[config.mk]
export PLATFORM = sky130hd
export DESIGN_NAME = bridge_wr_demux
export DESIGN_NICKNAME = d
export VERILOG_FILES = /design/src/rtl/bridge_wr_demux_pkg.sv /design/src/rtl/bridge_wr_demux_addr_decode.sv /design/src/rtl/bridge_wr_demux.sv
export SDC_FILE = /design/constraint.sdc
export NUM_CORES = 1
export LEC_CHECK = 0
export ABC_AREA = 1
export BUFFER_PORTS_ARGS = -buffer_cell sky130_fd_sc_hd__buf_2
export CELL_PAD_IN_SITES_DETAIL_PLACEMENT = 1
export CELL_PAD_IN_SITES_GLOBAL_PLACEMENT = 1
export CORE_UTILIZATION = 30
export CTS_CLUSTER_SIZE = 24
export DETAILED_ROUTE_END_ITERATION = 7
export PLACE_DENSITY_LB_ADDON = 0.1
export SLEW_MARGIN = 25
export SYNTH_ARGS = -nofsm -noshare
export SYNTH_HDL_FRONTEND = slang
export SYNTH_SLANG_ARGS = --single-unit
[constraint.sdc]
create_clock -name clk -period 1.4 [get_ports clk]
set_input_delay 0.28 -clock clk [delete_from_list [all_inputs] [get_ports clk]]
set_output_delay 0.28 -clock clk [all_outputs]
set_load 0.01 [all_outputs]
[src/rtl/bridge_wr_demux_pkg.sv]
// Shared definitions for the bridge write demux and the read-side mux select:
// FSM encoding, default target address map and small helpers.
package bridge_wr_demux_pkg;

  typedef enum logic [1:0] {
    ST_IDLE = 2'd0,
    ST_REQ  = 2'd1,
    ST_DONE = 2'd2
  } state_t;

  localparam int NUM_TGT = 4;

  // Target map: DM, timer0, timer1, UART
  localparam logic [31:0] BASE_DM   = 32'h0000_0000;
  localparam logic [31:0] BASE_TMR0 = 32'h0000_7F00;
  localparam logic [31:0] BASE_TMR1 = 32'h0000_7F10;
  localparam logic [31:0] BASE_UART = 32'h0000_7F20;
  localparam logic [31:0] MASK_DM   = 32'hFFFF_E000;
  localparam logic [31:0] MASK_TMR0 = 32'hFFFF_FFF0;
  localparam logic [31:0] MASK_TMR1 = 32'hFFFF_FFF0;
  localparam logic [31:0] MASK_UART = 32'hFFFF_FFF0;

  function automatic logic [NUM_TGT-1:0] tgt_onehot(input logic [1:0] sel);
    logic [NUM_TGT-1:0] oh;
    oh      = '0;
    oh[sel] = 1'b1;
    return oh;
  endfunction

endpackage

[src/rtl/bridge_wr_demux_addr_decode.sv]
// Combinational 4-target address decoder; lowest matching index wins.
// The read path instantiates the same module so both paths share one map.
module addr_decode_4
  import bridge_wr_demux_pkg::*;
#(
  parameter int            AW    = 32,
  parameter logic [AW-1:0] BASE0 = AW'(BASE_DM),
  parameter logic [AW-1:0] BASE1 = AW'(BASE_TMR0),
  parameter logic [AW-1:0] BASE2 = AW'(BASE_TMR1),
  parameter logic [AW-1:0] BASE3 = AW'(BASE_UART),
  parameter logic [AW-1:0] MASK0 = AW'(MASK_DM),
  parameter logic [AW-1:0] MASK1 = AW'(MASK_TMR0),
  parameter logic [AW-1:0] MASK2 = AW'(MASK_TMR1),
  parameter logic [AW-1:0] MASK3 = AW'(MASK_UART)
) (
  input  logic [AW-1:0] addr,
  output logic          hit,
  output logic [1:0]    sel
);

  localparam logic [NUM_TGT-1:0][AW-1:0] BASE = {BASE3, BASE2, BASE1, BASE0};
  localparam logic [NUM_TGT-1:0][AW-1:0] MASK = {MASK3, MASK2, MASK1, MASK0};

  logic [NUM_TGT-1:0] match;

  for (genvar i = 0; i < NUM_TGT; i++) begin : g_match
    assign match[i] = (addr & MASK[i]) == BASE[i];
  end

  // Scan high to low so the lowest matching index is the last one written
  always_comb begin
    hit = |match;
    sel = '0;
    for (int i = NUM_TGT - 1; i >= 0; i--) begin
      if (match[i]) sel = 2'(i);
    end
  end

endmodule

[src/rtl/bridge_wr_demux.sv]
// CPU store -> one-of-4 peripheral write demux with per-target req/ack
// handshake, address-miss and timeout error reporting.
module bridge_wr_demux
  import bridge_wr_demux_pkg::*;
#(
  parameter int            AW      = 32,
  parameter int            DW      = 32,
  parameter logic [AW-1:0] BASE0   = AW'(BASE_DM),
  parameter logic [AW-1:0] BASE1   = AW'(BASE_TMR0),
  parameter logic [AW-1:0] BASE2   = AW'(BASE_TMR1),
  parameter logic [AW-1:0] BASE3   = AW'(BASE_UART),
  parameter logic [AW-1:0] MASK0   = AW'(MASK_DM),
  parameter logic [AW-1:0] MASK1   = AW'(MASK_TMR0),
  parameter logic [AW-1:0] MASK2   = AW'(MASK_TMR1),
  parameter logic [AW-1:0] MASK3   = AW'(MASK_UART),
  parameter int            TIMEOUT = 16
) (
  input  logic          clk,
  input  logic          rst_n,
  input  logic          cpu_we,
  input  logic [AW-1:0] cpu_addr,
  input  logic [DW-1:0] cpu_wdata,
  input  logic [3:0]    cpu_be,
  output logic          cpu_stall,
  output logic          cpu_err,
  output logic [3:0]    dev_we,
  output logic [AW-1:0] dev_addr,
  output logic [DW-1:0] dev_wdata,
  output logic [3:0]    dev_be,
  input  logic [3:0]    dev_ack,
  output logic [7:0]    err_cnt
);

  localparam int CW = $clog2(TIMEOUT + 1);

  state_t          state, state_nx;
  logic            err_q, err_nx;
  logic [1:0]      sel_q;
  logic [CW-1:0]   tcnt;
  logic            dec_hit;
  logic [1:0]      dec_sel;
  logic            accept;
  logic            acked;
  logic            tmo;

  addr_decode_4 #(
    .AW(AW),
    .BASE0(BASE0), .BASE1(BASE1), .BASE2(BASE2), .BASE3(BASE3),
    .MASK0(MASK0), .MASK1(MASK1), .MASK2(MASK2), .MASK3(MASK3)
  ) u_dec (
    .addr(cpu_addr),
    .hit (dec_hit),
    .sel (dec_sel)
  );

  assign accept = (state == ST_IDLE) && cpu_we;
  assign acked  = dev_ack[sel_q];
  assign tmo    = tcnt == CW'(TIMEOUT - 1);

  always_comb begin
    state_nx = state;
    err_nx   = err_q;
    case (state)
      ST_IDLE: begin
        if (cpu_we) begin
          state_nx = dec_hit ? ST_REQ : ST_DONE;
          err_nx   = ~dec_hit;
        end
      end
      ST_REQ: begin
        // Ack takes precedence over a timeout landing in the same cycle
        if (acked) begin
          state_nx = ST_DONE;
          err_nx   = 1'b0;
        end else if (tmo) begin
          state_nx = ST_DONE;
          err_nx   = 1'b1;
        end
      end
      ST_DONE: state_nx = ST_IDLE;
      default: state_nx = ST_IDLE;
    endcase
  end

  always_ff @(posedge clk or negedge rst_n) begin
    if (!rst_n) begin
      state <= ST_IDLE;
      err_q <= 1'b0;
    end else begin
      state <= state_nx;
      err_q <= err_nx;
    end
  end

  // Request latches only move on an IDLE accept, so they hold through REQ
  always_ff @(posedge clk or negedge rst_n) begin
    if (!rst_n) begin
      sel_q     <= '0;
      dev_addr  <= '0;
      dev_wdata <= '0;
      dev_be    <= '0;
    end else if (accept) begin
      sel_q     <= dec_sel;
      dev_addr  <= cpu_addr;
      dev_wdata <= cpu_wdata;
      dev_be    <= cpu_be;
    end
  end

  always_ff @(posedge clk or negedge rst_n) begin
    if (!rst_n) tcnt <= '0;
    else        tcnt <= (state == ST_REQ) ? tcnt + CW'(1) : '0;
  end

  always_ff @(posedge clk or negedge rst_n) begin
    if (!rst_n)
      err_cnt <= '0;
    else if ((state == ST_DONE) && err_q && (err_cnt != 8'hFF))
      err_cnt <= err_cnt + 8'd1;
  end

  // Strobes decode straight from state so an async reset drops them at once
  assign dev_we    = (state == ST_REQ) ? tgt_onehot(sel_q) : 4'b0000;
  assign cpu_stall = cpu_we & (state != ST_DONE);
  assign cpu_err   = (state == ST_DONE) & err_q;

endmodule

# Word level (Yosys, flattened, before mapping)
# Cells that the tools add are included.
[totals]
in_bits = 75
output_inout_bits = 82
reg_bits = 86
word_cells = 54
[op_classes]
n_lt_le_gt_ge = 2
n_addsub = 2
mux = 19
n_bitwise = 3
eq_ne = 10
n_reduce_logical = 10
[op_table]
columns = ["operator", "n"]
rows = [
  ["equality test 28 x 11 -> 1 bit, second input constant", 3],
  ["zero test 32 bit", 1],
  ["2-to-1 mux 2 bit", 8],
  ["adder 8 x 1 -> 8 bit, second input constant", 1],
  ["!= test 8 bit, second input constant", 1],
  ["adder 5 x 1 -> 5 bit, second input constant", 1],
  ["equality test 5 x 4 -> 1 bit, second input constant", 1],
  ["2-to-1 mux 1 bit", 5],
  ["2-to-1 mux 5 bit", 1],
  ["logical AND 1 bit", 4],
  ["2-to-1 mux 4 bit", 1],
  ["!= test 2 bit, second input constant", 2],
  ["case mux 2 bit (2 select lines)", 1],
  ["OR reduction 4 bit", 1],
  ["< comparator 2 x 3 -> 1 bit, second input constant", 1],
  ["!= test 3 bit, second input constant", 1],
  ["AND reduction 3 bit", 1],
  ["bitwise AND 1 bit", 2],
  ["binary-select mux 1 bit (select 2 bit)", 1],
  ["demux 1 bit (select 2 bit)", 1],
  ["equality test 2 x 1 -> 1 bit, second input constant", 1],
  ["equality test 2 bit, second input constant", 1],
  ["greater-or-equal comparator 2 x 1 -> 1 bit, second input constant", 1],
  ["zero test 2 bit", 1],
  ["4 further kinds", 4],
]

# Logic depth before layout (Yosys ltp)
# Gate-level depths: netlist (run 1).
[logic_depth]
depth_word = 5
depth_mapped = 10
ltp_nobuf = 10

# Hierarchy
# From an unflattened synthesis (run 1), not the netlist that was laid out.
[hier_totals]
cells_unflattened = 341
hier_area_um2 = 4056.4
[by_module_without_submodules]
columns = ["module", "n_inst", "seq_area_each_um2", "cells_each", "area_each_um2"]
rows = [
  ["bridge_wr_demux", 1, 2152.1, 272, 3761.1],
  ["addr_decode_4", 1, 0.0, 69, 295.3],
]

# Least setup slack after synthesis (run 1)
# OpenSTA, ideal clock, no wires.
[synth_path]
path_kind = "reg-to-reg"
from = "register err_cnt[1]"
to = "register err_cnt[1]"
setup_slack_ns = -0.059
path_buffers = 0
arrival_time_ns = 1.335
path_stages_with_launch = 7
setup_ns = 0.125
required_time_ns = 1.275
synth_period_minus_slack_ns = 1.459
cell_sequence = "dfrtp_1 ha_1 nand2_1 nor2_1 nand3_1 nand2_4 mux2_2"
[synth_via]
elab_chain_cells = 2
word_cells_on_any_way = 3
cone_classes = "add/sub (1); eq/ne (1); reduce/logical (1)"
[synth_lines]
columns = ["element", "line_no", "source"]
rows = [
  ["start, declared", "bridge_wr_demux.sv:31", "output logic [7:0] err_cnt"],
  ["start signal, assigned", "bridge_wr_demux.sv:119", "err_cnt <= err_cnt + 8'd1;"],
  ["parallel branches: the longest is 2 deep, another holds adder 8 x 1 -> 8 bit", "--", ""],
]
# Several ways; the timed one is not identified.
# A chain may end at the register's enable or synchronous reset.

# Worst setup path after layout (run 1)
[layout_path]
from = "register state[1]"
to = "output port dev_we[0]"
[layout_via]
elab_chain_cells = 2
[layout_lines]
columns = ["element", "line_no", "source"]
rows = [
  ["start, declared", "bridge_wr_demux.sv:36", "state_t state, state_nx;"],
  ["start signal, assigned", "bridge_wr_demux.sv:90", "state <= state_nx;"],
  ["equality test 2 x 1 -> 1 bit", "bridge_wr_demux.sv:123", "assign dev_we = (state == ST_REQ) ? tgt_onehot(sel_q) : 4'b0000;"],
  ["2-to-1 mux 4 bit", "bridge_wr_demux.sv:123", ""],
  ["end, declared", "bridge_wr_demux.sv:26", "output logic [3:0] dev_we,"],
]
# No other way between the ends.

==> qor.yml, run 1 <==
setup_tns_ns: -0.829
place.gp.congestion: 0.765
seq_area_mm2: 0.00215
cts.sinks: 86
root_buffer: "clkbuf_16"
hold_depth: 3
ys_seq_area_share_pct: 58.4
worst_setup_path_start_kind: "register"
die-area_mm2: 0.0127
max_cap_violations: 0
drc: 0
cpPeakStageDelay_ns: 0.44
cts_tree: "built"
rrSetupSlack_ns: -0.03
vdd_drop_max_mv: 0.759
firstDrtPassIters: 4
synth_warnings: 0
max_freq_mhz: 644
die_h_um: 113
antenna_found_initial: 0
ios: 157
leakagePower_nw: 3.02
fin_crit_ns: 1.55
nets: 704
path_cells: "nor2_4 > inv_4 > nor2_1 > buf_2"
io_buffer_count: 156
crit_path_top_delay_cell: "dfrtp_2"
switching_power_mw: 3.93
status: "finished, violations left"
critPathMaxFanout: 5
overflow: 0
power.density_mw_per_mm2: 1990
maxSlewViolCount: 0
clock_skew_ns: 0.00392
fill_cells: 1501
seqPwrFrac_pct: 39.0
final_common_cell: "nand2_1"
cts_buffer_depth: 2
syn_nets: 519
dr.first_iter.drc_count: 98
p_int_mw: 6.69
rows: 40
drive_gt1_share_pct: 37.9
multi_input_area_mm2: 0.00146
mostFrequentLayoutCells: "nand2_1 (218), buf_2 (155), dfrtp_1 (85)"
postSynthAreaPerCell_um2: 8.35
netlist_area_mm2: 0.00368
track_usage_pct: 18.0
vias: 3445
path_class: "reg2out"
syn2layout_area_growth_pct: 44.9
initial_core_util_pct: 30.7
grt_max_degree: 87
min_path_type: "in2reg"
clk_latency_ns: 0.34
pwr-share-clk_pct: 21.6
timing_hold_violations_final: 0
required_ns: 1.12
rsz0062_at_grt: "yes"
setup_slack_ns: -0.154
r2r_cells: 7
synth_seq_cells: 86
p_comb_share_pct: 39.4
cts-buffers-inserted: 9
synth_cell_types: 25
via_per_inst: 4.43
relSlewSlack_pct: 68.2
drt_wl_total_um: 10900
place_ws_ns: -0.0636
clk_pin_slew_ns: 0.06
fp.dieW_um: 113
hpwl_um: 7470
violations: "negative setup slack"
cts_htree_levels: 3
min_period_over_period_pct: 111
postRouteAntennaNets: 0
routedWlPerCell_um: 14.0
syn-instance-count: 441
grt_pass1_vias: 3713
grt_pass1_wl_um: 17900
utilization_pct: 44.4
antennaDiodeCount: 0
switching_share_pct: 37.0
critPathArrivalTime_ns: 1.27
endpoint_kind: "output port"
core_area_mm2: 0.0120
setup_viol: 8
tightest_slew_ns: 0.477
==> repair_timing <==
action	4_1_cts	5_1_grt
cloned	0	1
hold buffers	1	0
endpoints found under the setup margin	10	86
setup buffers	9	4
resized for setup	21	23
pin swaps	4	11
endpoints found under the hold margin	1	0
==> registers in the layout, indices dropped and copies added (netlist names) <==
signal,flops
dev_be,4
dev_addr,32
dev_wdata,32
tcnt,5
err_q,1
sel_q,2
state,2
err_cnt,8
==> critical path, delay by kind of cell, from the launching register on <==
| family | cells | cell delay, ns |
|---|---|---|
| flops | 1 | 0.44 |
| buf+inv | 2 | 0.23 |
| simple gates | 2 | 0.27 |
==> Yosys cell counts (all sizes together) <==
library cell,n,area share [%]
xor2,3,0.71
o2111ai,2,0.48
clkbuf,4,0.41
nand3,12,1.8
buf,10,1.4
inv,33,3.4
mux2,2,0.61
o21ai,11,1.5
nor2,31,3.4
nand4,2,0.34
ha,3,1.0
dfrtp,86,58
a21oi,5,0.68
xnor2,4,0.95
nor3,7,1.6
clkinv,1,0.10
nand2,224,23
nor4,1,0.17
==> power by group through the flow <==
stage / logic (mW) / registers (mW) / clock network [mW]
after floorplan: 1.49 / 4.72 / 0
after CTS: 4.10 / 4.15 / 2.39
final: 4.18 / 4.14 / 2.29
after global routing: 4.66 / 4.29 / 2.47
after global placement: 3.92 / 4.14 / 0
after detailed placement: 4.00 / 4.16 / 0
==> worst paths after layout <==
path                                      startpoint                         to
max                             state[1]$_DFFE_PN0P_                  dev_we[0]
min                                      cpu_addr[0]    dev_addr[0]$_DFFE_PN0P_
max reg2reg                     state[1]$_DFFE_PN0P_          err_q$_DFFE_PN0P_
min reg2reg                dev_wdata[21]$_DFFE_PN0P_  dev_wdata[21]$_DFFE_PN0P_
max in group asynchronous                      rst_n       state[1]$_DFFE_PN0P_
min in group asynchronous                      rst_n  dev_wdata[10]$_DFFE_PN0P_
==> area by class of cell <==
cell class                      instances  share of cell area, %
Clock buffer                           12                   4.99
Clock inverter                          4                  0.375
Inverter                               34                   2.49
Multi-Input combinational cell        307                   27.4
Sequential cell                        86                   40.4
Tap cell                              147                   3.45
Timing Repair Buffer                  188                   21.0
==> logic make-up (layout without fill, tap and decap cells) <==
| group | count (synthesis) | count (layout) | synth area share, % |
|---|---|---|---|
| AO/OA/AOI/OAI | 18 | 18 | 2.65 |
| XOR/XNOR | 7 | 7 | 1.67 |
| adder cells (fa/ha/maj) | 3 | 3 | 1.02 |
| buffers and inverters | 48 | 238 | 5.30 |
| flip-flops | 86 | 86 | 58.4 |
| multiplexers | 2 | 2 | 0.612 |
| AND/OR/NAND/NOR | 277 | 277 | 30.3 |
==> per-layer routing <==
layer / wire length (um) / GRT usage [%] / vias up
li1: - / - / 1712
met1: 4820 / 22.0 / 1635
met2: 5440 / 30.7 / 86
met3: 436 / 3.75 / 12
met4: 182 / 7.73 / 0
met5: 0 / 0 / -
==> metrics by stage <==
step                power, mW  std cells  hold WS, ns  cell area (um2)
floorplan                6.21        441      -0.0156             3680
global placement         8.06        750        0.368             4780
detailed placement       8.16        750        0.366             4780
CTS                      10.6        776        0.121             5210
global route             11.4        778        0.130             5340
finish                   10.6        778        0.133             5340
Note: power is estimated with default switching activity, not from simulation.
==> run 2, diff against run 1 <==
--- a/config.mk
+++ b/config.mk
@@ -6,12 +6,12 @@
 export NUM_CORES = 1
 export LEC_CHECK = 0
 export ABC_AREA = 1
-export BUFFER_PORTS_ARGS = -buffer_cell sky130_fd_sc_hd__buf_2
 export CELL_PAD_IN_SITES_DETAIL_PLACEMENT = 1
 export CELL_PAD_IN_SITES_GLOBAL_PLACEMENT = 1
-export CORE_UTILIZATION = 30
+export CORE_UTILIZATION = 40
 export CTS_CLUSTER_SIZE = 24
 export DETAILED_ROUTE_END_ITERATION = 7
+export DONT_BUFFER_PORTS = 1
 export PLACE_DENSITY_LB_ADDON = 0.1
 export SLEW_MARGIN = 25
 export SYNTH_ARGS = -nofsm -noshare
==> qor.yml, run 2 (synthesized netlist as in run 1, its figures left out) <==
via_per_inst: 4.97
rows: 34
critPathMaxFanout: 5
cts_buffer_depth: 2
routedWlPerCell_um: 16.8
endpoint_kind: "output port"
initial_core_util_pct: 41.8
min_path_type: "in2async"
clock_skew_ns: 0.00712
critPathArrivalTime_ns: 1.34
cts_tree: "built"
path_class: "reg2out"
maxSlewViolCount: 0
hpwl_um: 6410
fin_crit_ns: 1.62
cts_htree_levels: 3
leakagePower_nw: 2.37
setup_viol: 11
vdd_drop_max_mv: 0.830
setup_slack_ns: -0.222
grt_pass1_wl_um: 15500
switching_power_mw: 3.70
antennaDiodeCount: 0
antenna_found_initial: 0
worst_setup_path_start_kind: "register"
clk_pin_slew_ns: 0.09
dr.first_iter.drc_count: 73
root_buffer: "clkbuf_8"
grt_pass1_vias: 3214
power.density_mw_per_mm2: 2070
relSlewSlack_pct: 82.8
fin_hold_ws_ns: -0.393
final_common_cell: "nand2_1"
p_comb_share_pct: 29.6
fp.dieW_um: 97.9
die-area_mm2: 0.00959
grt_max_degree: 87
drt_wl_total_um: 9940
p_int_mw: 5.66
overflow: 0
syn2layout_area_growth_pct: 22.8
top_regs: "dev_addr (32), dev_wdata (32), err_cnt (8)"
setup_tns_ns: -1.20
final_cell_area_mm2: 0.00452
max_cap_violations: 0
placed_area_mm2: 0.00399
violations: "design-rule violations, negative hold slack, negative setup slack"
track_usage_pct: 20.5
tightest_slew_ns: 0.256
nets: 558
utilization_pct: 51.3
min_period_over_period_pct: 116
postRouteAntennaNets: 0
place.gp.congestion: 0.759
die_h_um: 97.9
cts.sinks: 86
mostFrequentLayoutCells: "nand2_1 (218), dfrtp_1 (84), buf_4 (28)"
firstDrtPassIters: 8
clk_latency_ns: 0.36
ios: 157
rsz0062_at_grt: "yes"
cts-buffers-inserted: 9
max_freq_mhz: 616
io_buffer_count: 0
required_ns: 1.12
seqPwrFrac_pct: 52.0
timing_hold_violations_final: 86
vias: 2949
pwr-share-clk_pct: 18.5
switching_share_pct: 39.5
drive_gt1_share_pct: 19.4
core_area_mm2: 0.00881
status: "finished, violations left"
drc: 9
-- run 2: changes by cell type in the layout (fill, tap and decap cells not counted), moves of 2 or more --
cell,before,now
nor3_2,2,4
clkbuf_16,10,2
clkbuf_8,3,9
buf_2,155,0
buf_6,7,9
clkinv_2,4,1
clkbuf_1,0,2
clkinv_4,0,2
buf_4,20,28
-- run 2: what timing repair did --
action	in CTS	in global routing
endpoints found under the setup margin	11	87
pin swaps	6	7
resized for setup	23	28
gates cloned	0	2
setup buffers	11	4
hold endpoints to repair	86	86
-- run 2: critical path: stages, from the launching register on --
cell and delay, ns:
dfrtp_1 0.37, inv_2 0.07, nor2_2 0.16, inv_2 0.11, nor3_2 0.14, buf_4 0.15
-- run 2: power by group through the flow --
stage	Combinational, mW	Clock, mW	Sequential, mW
after floorplan	1.49	0	4.72
after global placement	2.10	0	4.89
after detailed placement	2.21	0	4.90
after CTS	2.45	1.79	4.87
after global routing	3.15	1.87	4.99
final	2.77	1.73	4.86
-- run 2: final timing paths --
path	cells past startpoint	slack, ns	startpoint	end
max	5	-0.22	state[0]$_DFFE_PN0P_	dev_we[2]
min	0	-0.39	rst_n	dev_wdata[3]$_DFFE_PN0P_
max reg2reg	11	-0.12	state[0]$_DFFE_PN0P_	err_q$_DFFE_PN0P_
min reg2reg	1	0.50	tcnt[2]$_DFF_PN0_	tcnt[2]$_DFF_PN0_
max in group asynchronous	0	1.58	rst_n	tcnt[0]$_DFF_PN0_
min in group clk	2	0.03	cpu_wdata[9]	dev_wdata[9]$_DFFE_PN0P_
-- run 2: through the flow --
stage | setup slack (ns) | std cells | power [mW]
finish | -0.222 | 593 | 9.36
floorplan | -0.0593 | 441 | 6.21
global route | -0.266 | 593 | 10.0
CTS | -0.147 | 589 | 9.11
detailed placement | -0.0759 | 562 | 7.11
global placement | -0.00900 | 562 | 6.99
-- run 2: metal layers --
layer,vias up,global-route usage [%],part of all wire [%]
li1,1418,-,-
met1,1420,24.7,40
met2,99,35.2,52
met3,12,5.30,6.5
met4,0,7.34,1.3
met5,-,0,0
-- run 2: area by class of cell --
class                           count  area, um2
Sequential cell                    86       2150
Clock inverter                      5       60.1
Inverter                           34        135
Clock buffer                       11        131
Timing Repair Buffer               42        422
Multi-Input combinational cell    307       1480
Tap cell                          108        135
Fill cell                        1037       4280
==> run 3, diff against run 2 <==
==> constraint.sdc (replaced) <==
create_clock -name clk -period 1.9 [get_ports clk]
set_input_delay 0.38 -clock clk [delete_from_list [all_inputs] [get_ports clk]]
set_output_delay 0.38 -clock clk [all_outputs]
set_load 0.01 [all_outputs]
==> qor.yml, run 3 (synthesized netlist as in run 1, its figures left out) <==
status: "finished, violations left"
drt_wl_total_um: 9030
min_period_over_period_pct: 93.6
power.density_mw_per_mm2: 1560
grt_max_degree: 87
root_buffer: "clkbuf_8"
seqPwrFrac_pct: 57.5
cts-buffers-inserted: 9
fin_crit_ns: 1.78
path_class: "reg2out"
timing_hold_violations_final: 86
dr.first_iter.drc_count: 76
hpwl_um: 6450
io_buffer_count: 0
vdd_drop_max_mv: 0.554
die-area_mm2: 0.00959
endpoint_kind: "output port"
critPathArrivalTime_ns: 1.40
placed_area_mm2: 0.00384
drive_gt1_share_pct: 9.07
cts_tree: "built"
crit_end: "dev_we[1]"
timing.rr.start: "err_cnt[1]$_DFFE_PN0P_"
setup_viol: 0
clk_latency_ns: 0.35
power_mw: 6.36
nets: 525
grt_pass1_vias: 2988
final_common_cell: "nand2_1"
worst_setup_path_start_kind: "register"
cts.sinks: 86
drc: 9
ios: 157
placed_cells: 543
syn2layout_area_growth_pct: 10.7
fin_hold_ws_ns: -0.289
place.gp.congestion: 0.761
leakagePower_nw: 2.17
pwr-share-clk_pct: 21.2
rows: 34
fp.dieW_um: 97.9
required_ns: 1.52
max_cap_violations: 0
instances_no_fill: 560
routedWlPerCell_um: 16.1
antenna_found_initial: 0
setup_tns_ns: 0
overflow: 0
mostFrequentLayoutCells: "nand2_1 (221), dfrtp_1 (86), inv_1 (30)"
r2r-end: "err_cnt[7]$_DFFE_PN0P_"
cts_htree_levels: 3
rrSetupSlack_ns: 0.31
antennaDiodeCount: 0
clock_skew_ns: 0.00690
max_freq_mhz: 562
core_area_mm2: 0.00881
clk_pin_slew_ns: 0.09
final_cell_area_mm2: 0.00408
firstDrtPassIters: 8
critPathLaunch: "state[0]$_DFFE_PN0P_"
grt_pass1_wl_um: 15100
cts_buffer_depth: 2
min_path_type: "in2async"
via_per_inst: 4.97
switching_share_pct: 39.9
p_comb_share_pct: 21.3
r2r_cells: 6
postRouteAntennaNets: 0
critPathMaxFanout: 8
violations: "design-rule violations, negative hold slack"
relSlewSlack_pct: 66.8
initial_core_util_pct: 41.8
tightest_slew_ns: 0.497
p_int_mw: 3.82
switching_power_mw: 2.54
rsz0062_at_grt: "no"
utilization_pct: 46.3
track_usage_pct: 20.1
die_h_um: 97.9
vias: 2782
maxSlewViolCount: 0
top_regs: "dev_addr (32), dev_wdata (32), err_cnt (8)"
run 3: changes by cell type in the layout (fill, tap and decap cells not counted), moves of 3 or more:
cell	change
nand3_4	-3
nor2_1	+4
nand2_1	+3
buf_4	-21
nand3_1	+3
inv_1	+3
buf_6	-9
run 3: area by class of cell:
cell class              count  area, um2
clock buffers              11        151
clock inverters             5       57.6
fillers                  1070       4730
inverters                  34        128
multi-input cells         307       1360
flip-flops and latches     86       2150
well taps                 108        135
repair buffers              9       92.6
run 3: worst min-delay path by stage:
| stage | end | slack (ns) |
|---|---|---|
| 3_5_place_dp | dev_wdata[5]$_DFFE_PN0P_ | 0.09 |
| 2_1_floorplan | dev_addr[0]$_DFFE_PN0P_ | 0.08 |
| 5_1_grt | dev_wdata[5]$_DFFE_PN0P_ | -0.32 |
| 3_3_place_gp | dev_wdata[5]$_DFFE_PN0P_ | 0.09 |
| 6_report | dev_wdata[3]$_DFFE_PN0P_ | -0.29 |
| 4_1_cts | dev_wdata[5]$_DFFE_PN0P_ | -0.30 |
run 3: power by group through the flow:
stage / combinational (mW) / sequential, mW / clock [mW]
2_1_floorplan: 1.10 / 3.48 / 0
3_3_place_gp: 1.30 / 3.68 / 0
3_5_place_dp: 1.39 / 3.69 / 0
4_1_cts: 1.39 / 3.67 / 1.40
5_1_grt: 1.59 / 3.76 / 1.47
6_report: 1.35 / 3.66 / 1.35
run 3: worst max-delay path, stage by stage, from the launching register on:
cell and delay, ns:
dfrtp_1 0.42, inv_1 0.12, nor2_4 0.13, inv_2 0.11
nor3_2 0.12, buf_4 0.15
run 3: layer usage:
metal	wire, um	track usage (%)	vias to the layer above
met5	0	0	-
met4	139	7.46	0
met3	670	5.94	11
met2	4280	32.4	90
met1	3940	25.6	1333
li1	-	-	1348
run 3: stage by stage:
stage / setup slack, ns / hold slack (ns)
after floorplan: 0.441 / 0.0844
after global placement: 0.366 / 0.0862
after detailed placement: 0.308 / 0.0863
after CTS: 0.0441 / -0.304
after global routing: 0.0191 / -0.319
final: 0.121 / -0.289
run 3: what timing repair did:
action | CTS | global route
buffers inserted | 0 | 1
endpoints found under the hold margin | 86 | 86
gates resized for setup | 2 | 4
setup endpoints to repair | 3 | 3
